### config.mk
export PLATFORM = sky130hd
export DESIGN_NAME = mux_n_sync
export DESIGN_NICKNAME = d
export VERILOG_FILES = /design/src/rtl/mux_n_sync_pkg.sv /design/src/rtl/mux_n_comb.sv /design/src/rtl/mux_n_sync.sv
export SDC_FILE = /design/constraint.sdc
export NUM_CORES = 1
export LEC_CHECK = 0
export BUFFER_PORTS_ARGS = -buffer_cell sky130_fd_sc_hd__buf_2
export CAP_MARGIN = 25
export CORE_MARGIN = 1
export CORE_UTILIZATION = 40
export CTS_CLUSTER_SIZE = 25
export DETAILED_ROUTE_END_ITERATION = 8
export PLACE_DENSITY = 0.75
export REMOVE_ABC_BUFFERS = 1
export SLEW_MARGIN = 25
export SYNTH_ARGS = -nofsm -noshare
export SYNTH_HDL_FRONTEND = slang
export SYNTH_SLANG_ARGS = --single-unit
### constraint.sdc
create_clock -name clk -period 1.7 [get_ports clk]
set_input_delay 0.34 -clock clk [delete_from_list [all_inputs] [get_ports clk]]
set_output_delay 0.34 -clock clk [all_outputs]
set_load 0.02 [all_outputs]
### src/rtl/mux_n_sync_pkg.sv
// Shared definitions for the registered N:1 selector: default sizes,
// the per-edge select action, and a ceil-log2 helper for select widths.
package mux_n_sync_pkg;

    localparam int unsigned M_DEF       = 12;
    localparam int unsigned N_DEF       = 4;
    localparam int unsigned SEL_RST_DEF = 0;

    typedef enum logic [1:0] {
        ACT_HOLD,
        ACT_APPLY_REQ,
        ACT_APPLY_NXT,
        ACT_DEFER
    } sel_act_e;

    function automatic int unsigned clog2(input int unsigned v);
        int unsigned r;
        r = 0;
        while ((64'd1 << r) < 64'(v)) r++;
        return r;
    endfunction

endpackage

### src/rtl/mux_n_comb.sv
// Purely combinational N:1 selector of m-bit channels packed in in_bus.
// An out-of-range select returns channel 0.
module mux_n_comb #(
    parameter int unsigned m    = 12,
    parameter int unsigned N    = 4,
    parameter int unsigned SELW = 2
) (
    input  logic [N*m-1:0]  in_bus,
    input  logic [SELW-1:0] sel,
    output logic [m-1:0]    out
);

    always_comb begin
        out = in_bus[0 +: m];
        for (int unsigned k = 0; k < N; k++) begin
            if (32'(sel) == k) out = in_bus[k*m +: m];
        end
    end

endmodule

### src/rtl/mux_n_sync.sv
// Registered N:1 selector whose select changes only on a sync strobe
// (or at once in immediate mode), with pending flag and range checking.
module mux_n_sync
    import mux_n_sync_pkg::*;
#(
    parameter int unsigned m       = M_DEF,
    parameter int unsigned N       = N_DEF,
    parameter int unsigned SELW    = clog2(N_DEF),
    parameter int unsigned SEL_RST = SEL_RST_DEF
) (
    input  logic            clk,
    input  logic            rst,
    input  logic [N*m-1:0]  in_bus,
    input  logic [SELW-1:0] sel_req,
    input  logic            sel_load,
    input  logic            sync,
    input  logic            immediate,
    output logic [m-1:0]    out,
    output logic [SELW-1:0] sel_cur,
    output logic            pending,
    output logic            switched,
    output logic            sel_err
);

    sel_act_e        act;
    logic            req_ok;
    logic [SELW-1:0] sel_nxt;
    logic [SELW-1:0] sel_new;
    logic [SELW-1:0] nxt_new;
    logic            pend_new;
    logic [m-1:0]    mux_out;

    assign req_ok = (32'(sel_req) < N);

    always_comb begin
        act      = ACT_HOLD;
        sel_new  = sel_cur;
        nxt_new  = sel_nxt;
        pend_new = pending;
        // An invalid load never disturbs a pending select, so sync may still apply it.
        if (sel_load && req_ok) act = (immediate || sync) ? ACT_APPLY_REQ : ACT_DEFER;
        else if (sync && pending) act = ACT_APPLY_NXT;
        case (act)
            ACT_APPLY_REQ: begin sel_new = sel_req; pend_new = 1'b0; end
            ACT_APPLY_NXT: begin sel_new = sel_nxt; pend_new = 1'b0; end
            ACT_DEFER:     begin nxt_new = sel_req; pend_new = 1'b1; end
            ACT_HOLD:      ;
        endcase
    end

    // Muxing on the select being written keeps out aligned with the switched pulse.
    mux_n_comb #(
        .m    (m),
        .N    (N),
        .SELW (SELW)
    ) u_mux (
        .in_bus (in_bus),
        .sel    (sel_new),
        .out    (mux_out)
    );

    always_ff @(posedge clk or posedge rst) begin
        if (rst) begin
            sel_cur  <= SELW'(SEL_RST);
            sel_nxt  <= SELW'(SEL_RST);
            pending  <= 1'b0;
            switched <= 1'b0;
            sel_err  <= 1'b0;
            out      <= '0;
        end else begin
            sel_cur  <= sel_new;
            sel_nxt  <= nxt_new;
            pending  <= pend_new;
            switched <= (sel_new != sel_cur);
            sel_err  <= sel_load && !req_ok;
            out      <= mux_out;
        end
    end

endmodule

**After elaboration in Yosys (flattened, before gate mapping)**

Index checks and enable logic that the tools add are counted.

- Mux-type cells: 8
- Shifts and indexed selects: 0
- Add/subtract/negate cells: 0
- $lt $le $gt $ge: 0
- Multipliers: 0
- Reduce and logical (&&, ||, !) cells: 4
- Div/mod/pow operators: 0
- Bitwise logic cells: 0
- Equal/unequal tests: 7

Operator list:

| kind | number |
|---|---|
| 12-bit 2-to-1 mux | 3 |
| 2-bit equality test, second input constant | 4 |
| 2-bit 2-to-1 mux | 3 |
| 2-bit by 1-bit equality test with 1-bit output, second input constant | 2 |
| 2-bit case mux with 2 select lines | 1 |
| 2-bit != test | 1 |
| 1-bit case mux with 2 select lines | 1 |
| 2-bit nonzero test | 1 |
| 2-bit OR reduction | 1 |
| 1-bit logical AND | 1 |
| 1-bit logical OR | 1 |

- Input port bits: 55
- Bits in latches: 0
- ROM bits: 0
- Register bits: 18
- RAM bits: 0
- Output and inout port bits: 17
- Memories kept: 0

**Longest topological paths before layout**

- Depth in word-level cells: 9
- Gate-level depth with buffers: 8

**Modules after synthesis**

A second synthesis with hierarchy kept.

- Cells, all modules: 54
- Area, all modules: 912.1 µm²

By module, submodules not included:

| module | cells each | times used | area each (µm²) | sequential area each (µm²) |
|---|---|---|---|---|
| mux_n_sync | 40 | 1 | 618.1 | 450.4 |
| mux_n_comb | 14 | 1 | 294.0 | 0.0 |

**Worst setup path after synthesis**

No wires, ideal clock.

- Path kind: flip-flop to flip-flop
- Start point: register pending
- End point: register out[10]
- Cell stages (with the launch flop): 8
- Data required time: 1570 ps
- Buffers on the path: 2
- Data arrival time: 1501 ps
- Clock period less this slack: 1631 ps
- Slack: 69 ps
- Cell sequence: dfrtp_1 -> a21oi_1 -> or2_4 -> a21bo_4 -> buf_6 -> buf_12 -> mux2i_1 -> mux2i_1

- Cells in the longest elaborated chain, start to end: 9
- Elaborated cells between the ends (all ways): 12

RTL lines:

| what | line | text |
|---|---|---|
| start, declared | mux_n_sync.sv:20 | `output logic pending,` |
| start signal, assigned | mux_n_sync.sv:73 | `pending <= pend_new;` |
| 1-bit logical AND (*) | mux_n_sync.sv:42 | `else if (sync && pending) act = ACT_APPLY_NXT;` |
| 2-bit 2-to-1 mux (*) | mux_n_sync.sv:42 |  |
| 2-bit 2-to-1 mux (*) | mux_n_sync.sv:41 | `if (sel_load && req_ok) act = (immediate \|\| sync) ? ACT_APPLY_REQ : ACT_DEFER;` |
| 2-bit equality test or 2-bit by 1-bit equality test with 1-bit output (tied branches) | mux_n_sync.sv:43 | `case (act)` |
| 2-bit case mux with 2 select lines (*) | mux_n_sync.sv:43 |  |
| 2-bit by 1-bit equality test with 1-bit output | mux_n_comb.sv:16 | `if (32'(sel) == k) out = in_bus[k*m +: m];` |
| 12-bit 2-to-1 mux (2 in series) | mux_n_comb.sv:16 |  |
| 12-bit 2-to-1 mux (*) | mux_n_comb.sv:16 |  |
| net mux_out[10] | mux_n_sync.sv:31 | `logic [m-1:0] mux_out;` |
| end signal, assigned | mux_n_sync.sv:76 | `out <= mux_out;` |
| end, declared | mux_n_sync.sv:18 | `output logic [m-1:0] out,` |

Mark *: on every way through the listed nets, which the timed path passes. The rest lies on a longest branch.
A chain may end at the register's enable or synchronous reset.

**Worst setup path in the final report**

- Start point: register pending
- End point: register out[6]

The elaborated chain is that of the path after synthesis.

==> flow_summary.yaml <==
drt:
  drt_pre_antenna_iters: 2
  drcViolationCount: 0
  dr_total_vias: 891
  routedWlPerCell_um: 11.68
  routed_wirelength_um: 2160
  viasPerCell: 4.816
  final_antenna_net_count: 0
  dr.first_iter.drc_count: 1
setup_path:
  cp_data_arrival_time_ps: 1770
  end_kind: "flip-flop"
  critPathSlowestCell: "dfrtp_1"
  critPathLaunch: "pending"
  cp_slowest_stage_delay_ps: 390
  cp_common_cell: "mux2i_1"
  required_ps: 1880
  crit_type: "flip-flop to flip-flop"
  r2r_cells: 6
  worstPathMaxFanout: 16
  crit_chain: "nand3_1, o22a_2, a21bo_4, buf_12, mux2i_1, mux2i_1"
  r2r_start: "pending"
  start_kind: "flip-flop"
cells_and_area:
  final_common_cell: "buf_2"
  final_cell_mix: "70 x buf_2, 36 x mux2i_1, 18 x dfrtp_1"
  final_core_util_pct: 58.61
  ff_latch_area_um2: 450.4
  final_cells: 185
  antennaDiodeCount: 0
  syn_to_final_growth_pct: 39.56
  n_fill_cell: 236
  multiInputGateArea_um2: 501.7
  final_nets: 211
  drive_above_1_share_pct: 54.19
placed_design:
  dp_cells: 180
  port_buffers: 70
  dp_hpwl_um: 1788
  gp_congestion: 0.7017
timing:
  hold_viol_final: 0
  drv_slew: 0
  period_share_pct: 93.36
  rsz0062_at_grt: "no"
  fin_crit_ps: 1587
  fmax_mhz: 630.1
  finClkSkew_ps: 5.546
  setup_violations: 0
  maxSlewHeadroom_pct: 54.57
  setup_tns_ps: 0
  hold_ws_ps: 129.3
  max_slew.worst_pin.slew_ps: 680.7
synth:
  avgSynthCellArea_um2: 12.42
  synth_top_area_share_pct: 43.69
  synthTopCellsByArea: "dfrtp_1 44%, mux2i_1 35%, buf_12 3.9%"
  yosysSeqAreaShare_pct: 43.69
  synth_area_mm2: 0.001031
  ys_ff_latch: 18
  yosysTopAreaCell: "dfrtp_1"
  syn_inst: 83
  yosys_warnings: 0
  synth.distinct_cells: 22
power:
  power.density_mw_per_mm2: 884.2
  ir_drop_mv: 0.5267
  leakage_nw: 0.7756
floorplan:
  rows: 18
  coreArea_mm2: 0.002455
  start_util_pct: 42.00
  dieArea_mm2: 0.002785
  fp.dieH_um: 52.77
  die_w_um: 52.77
  io_pins: 72
clock_network:
  cts_buffer_depth: 2
  clk_latency_ps: 290
  cts.htree.levels: 1
  cts_num_sinks: 18
  cts_tree: "built"
  cts_inserted_buffers: 3
  clockRootBuffer: "clkbuf_4"
  holdBufCountCts: 0
  clk_pin_slew_ps: 110
status:
  status: "finished clean"
global_routing:
  grt_pass1_vias: 812
  antenna_found_initial: 0
  grt_max_degree: 19
  grt_pass1_wl_um: 3263
  grt.total_usage_pct: 16.81
  grt_overflow: 0
worst_hold_path:
  min_path_type: "primary input to async pin"
run:
  cap_violations: 0
[worst max-delay path: cells and delay by family, from the launching register on]
family	cells	cell delay (ps)
muxes	2	320
DFF	1	390
and+or+nand+nor	1	90
AOI/OAI and AO/OA	2	480
buffers and inverters	1	180
[through the flow]
| stage | setup WS [ps] | area (um2) | total power, W |
|---|---|---|---|
| 4_1_cts | 59.66 | 1431 | 0.001291 |
| 3_5_place_dp | -9.646 | 1395 | 0.001024 |
| 5_1_grt | 7.445 | 1439 | 0.001353 |
| 6_report | 112.9 | 1439 | 0.001272 |
| 3_3_place_gp | 65.79 | 1395 | 0.001005 |
| 2_1_floorplan | 47.86 | 959.7 | 0.0008206 |
[worst paths after layout]
path	to	slack [ps]
max	out[6]	110
min	out[8]	130
max reg2reg	out[6]	110
min reg2reg	sel_nxt[0]	540
max in group asynchronous	sel_nxt[1]	1140
min in group clk	pending	240
[synthesized netlist by cell type, drive strengths merged]
library cell and count:
nand2 5, mux2 2, o22a 1, mux2i 36
buf 6, nand3 2, or2 1, a21bo 1
a21oi 1, nand2b 1, o221ai 1, o22ai 1
dfrtp 18, a22oi 1, nor2 2, inv 2
conb 1, a211oi 1
[final cells by class]
class,count,area share [%]
Timing Repair Buffer,74,28.17
Multi-Input combinational cell,57,34.87
Inverter,2,0.5217
Clock buffer,4,2.522
Sequential cell,18,31.30
Tap cell,30,2.609
[kinds of logic (layout without fill, tap and decap cells)]
group	Yosys count	in the layout	share of synthesized area, %
mux	38	38	37.14
flops	18	18	43.69
simple gates	11	11	5.219
buf+inv	8	80	7.645
compound gates	7	7	5.948
other cells	1	1	0.3637
[power by group]
group          switching, W  internal [W]  total (W)
Combinational      0.000250      0.000230   0.000480
Sequential        0.0000272      0.000500   0.000528
Clock              0.000134      0.000130   0.000265
Total              0.000412      0.000861    0.00127
[layer usage]
metal	track usage, %	share of wire [%]	vias to the layer above
met3	4.928	9.5	2
met4	7.895	0.42	0
met1	16.46	38	405
met5	0	0	-
li1	-	-	437
met2	31.65	52	47
[registers in the layout (all words and copies together) (netlist names)]
| signal | cells |
|---|---|
| out | 12 |
| sel_nxt | 2 |
| sel_cur | 2 |
| switched | 1 |
| pending | 1 |
[what timing repair did]
action                                  4_1_cts  5_1_grt
buffers inserted                              0        1
resized for setup                             0        0
endpoints found under the setup margin        0        1
(Power assumes the default switching activity.)
